==> src/rtl/fighter_collision_engine.sv <==
// fighter_collision_engine: frame-synchronous two-player hitbox/hurtbox resolver with saturating scores
module fighter_collision_engine #(
    parameter int COORD_W     = 10,
    parameter int SPRITE_W    = 64,
    parameter int SPRITE_H    = 128,
    parameter int HURT_MARGIN = 10,
    parameter int HIT_W       = 30,
    parameter int HIT_H       = 60,
    parameter int RECOV_EXT   = 12,
    parameter int CNT_W       = 4
) (
    input  logic               clk,
    input  logic               rst_n,
    input  logic               frame_tick,
    input  logic               round_clear,
    input  logic [2:0]         p1_state,
    input  logic [COORD_W-1:0] p1_x,
    input  logic [COORD_W-1:0] p1_y,
    input  logic               p1_face,
    input  logic [2:0]         p2_state,
    input  logic [COORD_W-1:0] p2_x,
    input  logic [COORD_W-1:0] p2_y,
    input  logic               p2_face,
    output logic               busy,
    output logic               hit_on_p1,
    output logic               hit_on_p2,
    output logic               trade,
    output logic [CNT_W-1:0]   p1_score,
    output logic [CNT_W-1:0]   p2_score
);
    localparam int W2 = COORD_W + 2;
    localparam logic signed [W2-1:0] MAXV = W2'((1 << COORD_W) - 1);
    localparam logic signed [W2-1:0] HM   = W2'(HURT_MARGIN);
    localparam logic signed [W2-1:0] HRX  = W2'(SPRITE_W - HURT_MARGIN);
    localparam logic signed [W2-1:0] SW   = W2'(SPRITE_W);
    localparam logic signed [W2-1:0] SH   = W2'(SPRITE_H);
    localparam logic signed [W2-1:0] HW   = W2'(HIT_W);
    localparam logic signed [W2-1:0] HY1  = W2'((SPRITE_H - HIT_H) / 2);
    localparam logic signed [W2-1:0] HY2  = W2'((SPRITE_H - HIT_H) / 2 + HIT_H);
    localparam logic signed [W2-1:0] RX   = W2'(RECOV_EXT);

    typedef enum logic [1:0] {IDLE, SNAP, BOX, CMP} state_t;
    typedef struct packed {
        logic [COORD_W-1:0] x1;
        logic [COORD_W-1:0] x2;
        logic [COORD_W-1:0] y1;
        logic [COORD_W-1:0] y2;
    } box_t;

    state_t st, st_nx;
    logic [2:0]         s1_st, s2_st;
    logic [COORD_W-1:0] s1_x, s1_y, s2_x, s2_y;
    logic               s1_f, s2_f;
    box_t               hit1, hit2, hurt1, hurt2;
    logic               hv1, hv2, done1, done2;
    logic               h1, h2;

    function automatic logic [COORD_W-1:0] clampc(input logic signed [W2-1:0] v);
        return v < 0 ? '0 : (v > MAXV ? MAXV[COORD_W-1:0] : v[COORD_W-1:0]);
    endfunction

    // Recovery stretches the hurtbox toward the side the fighter is facing
    function automatic box_t hurt_box(input logic [2:0] s, input logic [COORD_W-1:0] x,
                                      input logic [COORD_W-1:0] y, input logic f);
        logic signed [W2-1:0] xs, ys;
        xs = $signed(W2'(x));
        ys = $signed(W2'(y));
        hurt_box.x1 = clampc(xs + HM - ((s == 3'd5 && !f) ? RX : '0));
        hurt_box.x2 = clampc(xs + HRX + ((s == 3'd5 && f) ? RX : '0));
        hurt_box.y1 = y;
        hurt_box.y2 = clampc(ys + SH);
    endfunction

    function automatic box_t hit_box(input logic [COORD_W-1:0] x, input logic [COORD_W-1:0] y,
                                     input logic f);
        logic signed [W2-1:0] xs, ys;
        xs = $signed(W2'(x));
        ys = $signed(W2'(y));
        hit_box.x1 = clampc(f ? xs + SW : xs - HW);
        hit_box.x2 = clampc(f ? xs + SW + HW : xs);
        hit_box.y1 = clampc(ys + HY1);
        hit_box.y2 = clampc(ys + HY2);
    endfunction

    function automatic logic ov(input box_t a, input box_t b);
        return a.x1 < b.x2 && b.x1 < a.x2 && a.y1 < b.y2 && b.y1 < a.y2;
    endfunction

    always_comb begin
        st_nx = st;
        case (st)
            IDLE:    st_nx = frame_tick ? SNAP : IDLE;
            SNAP:    st_nx = BOX;
            BOX:     st_nx = CMP;
            default: st_nx = IDLE;
        endcase
    end

    assign busy = st != IDLE;
    assign h2   = hv1 && ov(hit1, hurt2) && !done1;
    assign h1   = hv2 && ov(hit2, hurt1) && !done2;

    always_ff @(posedge clk or negedge rst_n) begin
        if (!rst_n) begin
            st <= IDLE;
            {s1_st, s1_x, s1_y, s1_f, s2_st, s2_x, s2_y, s2_f} <= '0;
            {hit1, hit2, hurt1, hurt2, hv1, hv2} <= '0;
            {done1, done2, hit_on_p1, hit_on_p2, trade} <= '0;
            p1_score <= '0;
            p2_score <= '0;
        end else begin
            st <= st_nx;
            if (st == IDLE && frame_tick) begin
                {s1_st, s1_x, s1_y, s1_f} <= {p1_state, p1_x, p1_y, p1_face};
                {s2_st, s2_x, s2_y, s2_f} <= {p2_state, p2_x, p2_y, p2_face};
                if (p1_state != 3'd4) done1 <= 1'b0;
                if (p2_state != 3'd4) done2 <= 1'b0;
            end
            if (st == SNAP) begin
                hit1  <= hit_box(s1_x, s1_y, s1_f);
                hit2  <= hit_box(s2_x, s2_y, s2_f);
                hurt1 <= hurt_box(s1_st, s1_x, s1_y, s1_f);
                hurt2 <= hurt_box(s2_st, s2_x, s2_y, s2_f);
                hv1   <= s1_st == 3'd4;
                hv2   <= s2_st == 3'd4;
            end
            hit_on_p2 <= st == BOX && h2;
            hit_on_p1 <= st == BOX && h1;
            trade     <= st == BOX && h1 && h2;
            if (st == BOX && h2) done1 <= 1'b1;
            if (st == BOX && h1) done2 <= 1'b1;
            if (st == BOX && h2 && !(&p1_score)) p1_score <= p1_score + CNT_W'(1);
            if (st == BOX && h1 && !(&p2_score)) p2_score <= p2_score + CNT_W'(1);
            // Clear beats a simultaneous report; the pulses still go out
            if (round_clear) begin
                p1_score <= '0;
                p2_score <= '0;
                done1    <= 1'b0;
                done2    <= 1'b0;
            end
        end
    end
endmodule

==> config.mk <==
export PLATFORM = sky130hd
export DESIGN_NAME = fighter_collision_engine
export DESIGN_NICKNAME = d
export VERILOG_FILES = /design/src/rtl/fighter_collision_engine.sv
export SDC_FILE = /design/constraint.sdc
export NUM_CORES = 1
export LEC_CHECK = 0
export CAP_MARGIN = 20
export CORE_ASPECT_RATIO = 1.1
export CORE_MARGIN = 3
export CORE_UTILIZATION = 40
export CTS_CLUSTER_DIAMETER = 30
export DETAILED_ROUTE_END_ITERATION = 8
export PLACE_DENSITY = 0.58
export SYNTH_ARGS = -nofsm -noshare
export SYNTH_HDL_FRONTEND = slang
export SYNTH_SLANG_ARGS = --single-unit
==> constraint.sdc <==
create_clock -name clk -period 3.25 [get_ports clk]
set_clock_uncertainty 0.05 [all_clocks]
set_input_delay 0.975 -clock clk [delete_from_list [all_inputs] [get_ports clk]]
set_output_delay 0.975 -clock clk [all_outputs]
set_load 0.01 [all_outputs]
==> metrics.txt <==
status=completed; number of port buffers=63; Primary FF master, synth=dfrtp_1; fin util=approximately half; Max FO, Critical Path=10; vias in the first global route=~11000; first-pass GRT wire length=about 62 mm; Post-Route WL=38.9 mm; fill count=around 3100; setup violators final=0; Max Cap Viol=0; Iteration-0 DRC Markers=about 760; asr flop ratio synth=100%; Synth Instances=1465; Total GRT Usage=between 20% and 30%; ant diodes=0; Post-Route Setup TNS=0 ns; syn_area_per_cell=between 9 and 10 sq um; Ports=64; antenna-violating nets left=0; Clock H-tree levels=2; Worst-path clk slew=about 0.04 ns; Die H=around 200 um; row cnt=71; clock sink total=around 230; data arrival time of the worst path=~3.4 ns; total power=about 0.022 W; full die area=about 38000 sq um; Setup crit start kind=register; crit path kind=reg -> reg; proportion of layout cells with a drive suffix above 1=14.5%; Residual DRC=0; Buf/Inv on CP=3; deepest clock path buffer count=3; commonest cells after routing, fill and taps aside=dfrtp_1, inv_1, ha_1; Final Hold Fails=0; later-pin clock latency in the skew report=slightly below 0.6 ns; Yosys top cell by area=dfrtp_1; Cell Area, Synth=around 14000 sq um; FF+latch area=5630 sq um; area of the multi-input gates=7690 sq um; Starting Density=between 40% and 50%; grt ovf=0; Final Max Slew Viols=0; crit-path cells=nor2b_2 -> nand2_1 -> or2_2 -> inv_1 -> ha_1 -> inv_1 -> ha_1 -> nor2b_1 -> o2111ai_1 -> nand3_1 -> a41oi_1 -> o21bai_2 -> buf_4 -> o221ai_1; Die W=~190 um; crit-path max cell delay=around 0.38 ns; synth warn=0; VDD IR-drop max=between 0.5 and 0.6 mV; Final min period=approximately 3.0 ns; TritonRoute pass-1 iters=5; worst min-delay path class=in -> async; top post-synthesis cells by area=dfrtp_1, ha_1, mux2_2, inv_1, xnor2_1; CTS root buf=clkbuf_16; hpwl dp=around 28 mm; initial antenna violation count=1; nets@finish=approximately 1800; FF+latch count, synth=around 230; hold_ws=0.297 ns; synthesis-to-finish area growth=23.8%; Req. time, crit path=between 3 and 4 ns; Yosys top cell area share=between 30% and 40%; Placeable Area=around 35000 sq um; RSZ-0062 raised after global routing=no; syn_nets=between 1500 and 2000; sequential share of the synthesized area=approximately 40%; critical path's slowest cell=dfrtp_1; GP Congestion=0.864; WL/cell=around 19 um; Top delay family on crit path=simple AND/OR/NAND/NOR gates; Slew HR=between 40% and 50%; number of synthesized flops with an enable pin=0; cell area power density=between 1000 and 1500 nW/um^2; via count=around 11000; most common cell after layout, fill and taps aside=dfrtp_1; highest clock rate=333 MHz; Final Cell Area=about 18000 sq um; largest net degree at the start of global routing=74; leakage=roughly 8 nW; CTS tree=yes; Worst setup EP type=register; cts bufs inserted=57; Cell Area, Placed=15500 sq um; final worst-path cycle share=~93%; Worst-Margin Slew=0.774 ns; vias per cell=5.44; count of different cell masters after synthesis=75
==> what timing repair did <==
action	CTS	global route
hold buffers	0	0
resized for setup	0	4
setup endpoints to repair	0	19
setup buffers	0	3
==> final timing paths <==
path                                      start                    end  slack [ns]  cells past startpoint
min in group clk           hit2[30]$_DFFE_PN0N_   hit2[30]$_DFFE_PN0N_        0.43                      1
hold reg to reg            hit2[30]$_DFFE_PN0N_   hit2[30]$_DFFE_PN0N_        0.43                      1
setup / recovery           s2_st[1]$_DFFE_PN0P_  hurt2[35]$_DFFE_PN0N_        0.24                     14
max in group asynchronous                 rst_n   hit1[22]$_DFFE_PN0N_        1.95                      2
hold / removal                            rst_n    s2_y[2]$_DFFE_PN0P_        0.30                      1
setup reg to reg           s2_st[1]$_DFFE_PN0P_  hurt2[35]$_DFFE_PN0N_        0.24                     14
==> report_power, final <==
part / internal [W] / total, W / switching [W]
Combinational: 0.00479 / 0.0111 / 0.00627
Sequential: 0.00416 / 0.00531 / 0.00115
Clock: 0.00408 / 0.00581 / 0.00174
Total: 0.0130 / 0.0222 / 0.00915
==> cell families (layout without fill, tap and decap cells) <==
| family | Yosys count | count (layout) | synth area share, % |
|---|---|---|---|
| and+or+nand+nor | 352 | 352 | 12.5 |
| AOI/OAI and AO/OA | 347 | 347 | 16.9 |
| buffers and inverters | 231 | 376 | 6.18 |
| DFF | 225 | 225 | 39.8 |
| adders and majority gates | 155 | 155 | 13.8 |
| muxes | 79 | 79 | 6.22 |
| xor gates and xnor gates | 76 | 76 | 4.70 |
==> final cells by class <==
type                       count  area share (%)
inverter                     159            3.40
clock inverter                24            1.96
clock buffer                  80            9.49
timing repair buffer         113            6.05
tap                          438            3.13
multi-input combinational   1009            43.9
sequential                   225            32.1
==> synthesized netlist by cell type, types with 6 or more instances <==
cell	number
a21o_1	6
a21oi_1	69
a22o_1	6
a2bb2oi_1	10
a31oi_1	31
and3_1	9
buf_1	12
buf_2	7
clkbuf_1	53
dfrtp_1	225
ha_1	153
inv_1	159
mux2_2	67
mux2i_1	7
nand2_1	91
nand2b_1	26
nand3_1	31
nand4_1	20
nor2_1	95
nor2b_1	15
nor3_1	14
nor3b_1	7
nor4_1	6
o211ai_1	17
o21a_1	12
o21ai_0	64
o21ai_1	8
o221ai_1	24
o22a_1	15
o2bb2ai_1	20
or3_1	7
xnor2_1	64
xor2_1	12
==> layer usage <==
layer | global-route usage [%] | wire [um] | vias to the layer above
li1 | - | - | 5383
met1 | 25.4 | 16400 | 5496
met2 | 37.3 | 20000 | 203
met3 | 4.03 | 1550 | 61
met4 | 6.00 | 906 | 0
met5 | 0 | 0 | -
==> stage by stage <==
stage                     instances  setup WS [ns]
after floorplan                1465         0.0664
final                          2048          0.243
after CTS                      2045          0.100
after global routing           2048        0.00662
after global placement         1941          0.174
after detailed placement       1941          0.115
==> flip-flops by register name, indices dropped and copies added, names as in the netlist, 2 cells and up <==
register	count
hurt1	40
s2_y	10
s1_y	10
s1_x	10
p2_score	4
s1_st	3
hurt2	40
s2_st	3
s2_x	10
p1_score	4
hit2	40
st	2
hit1	40
(Power assumes the default switching activity.)
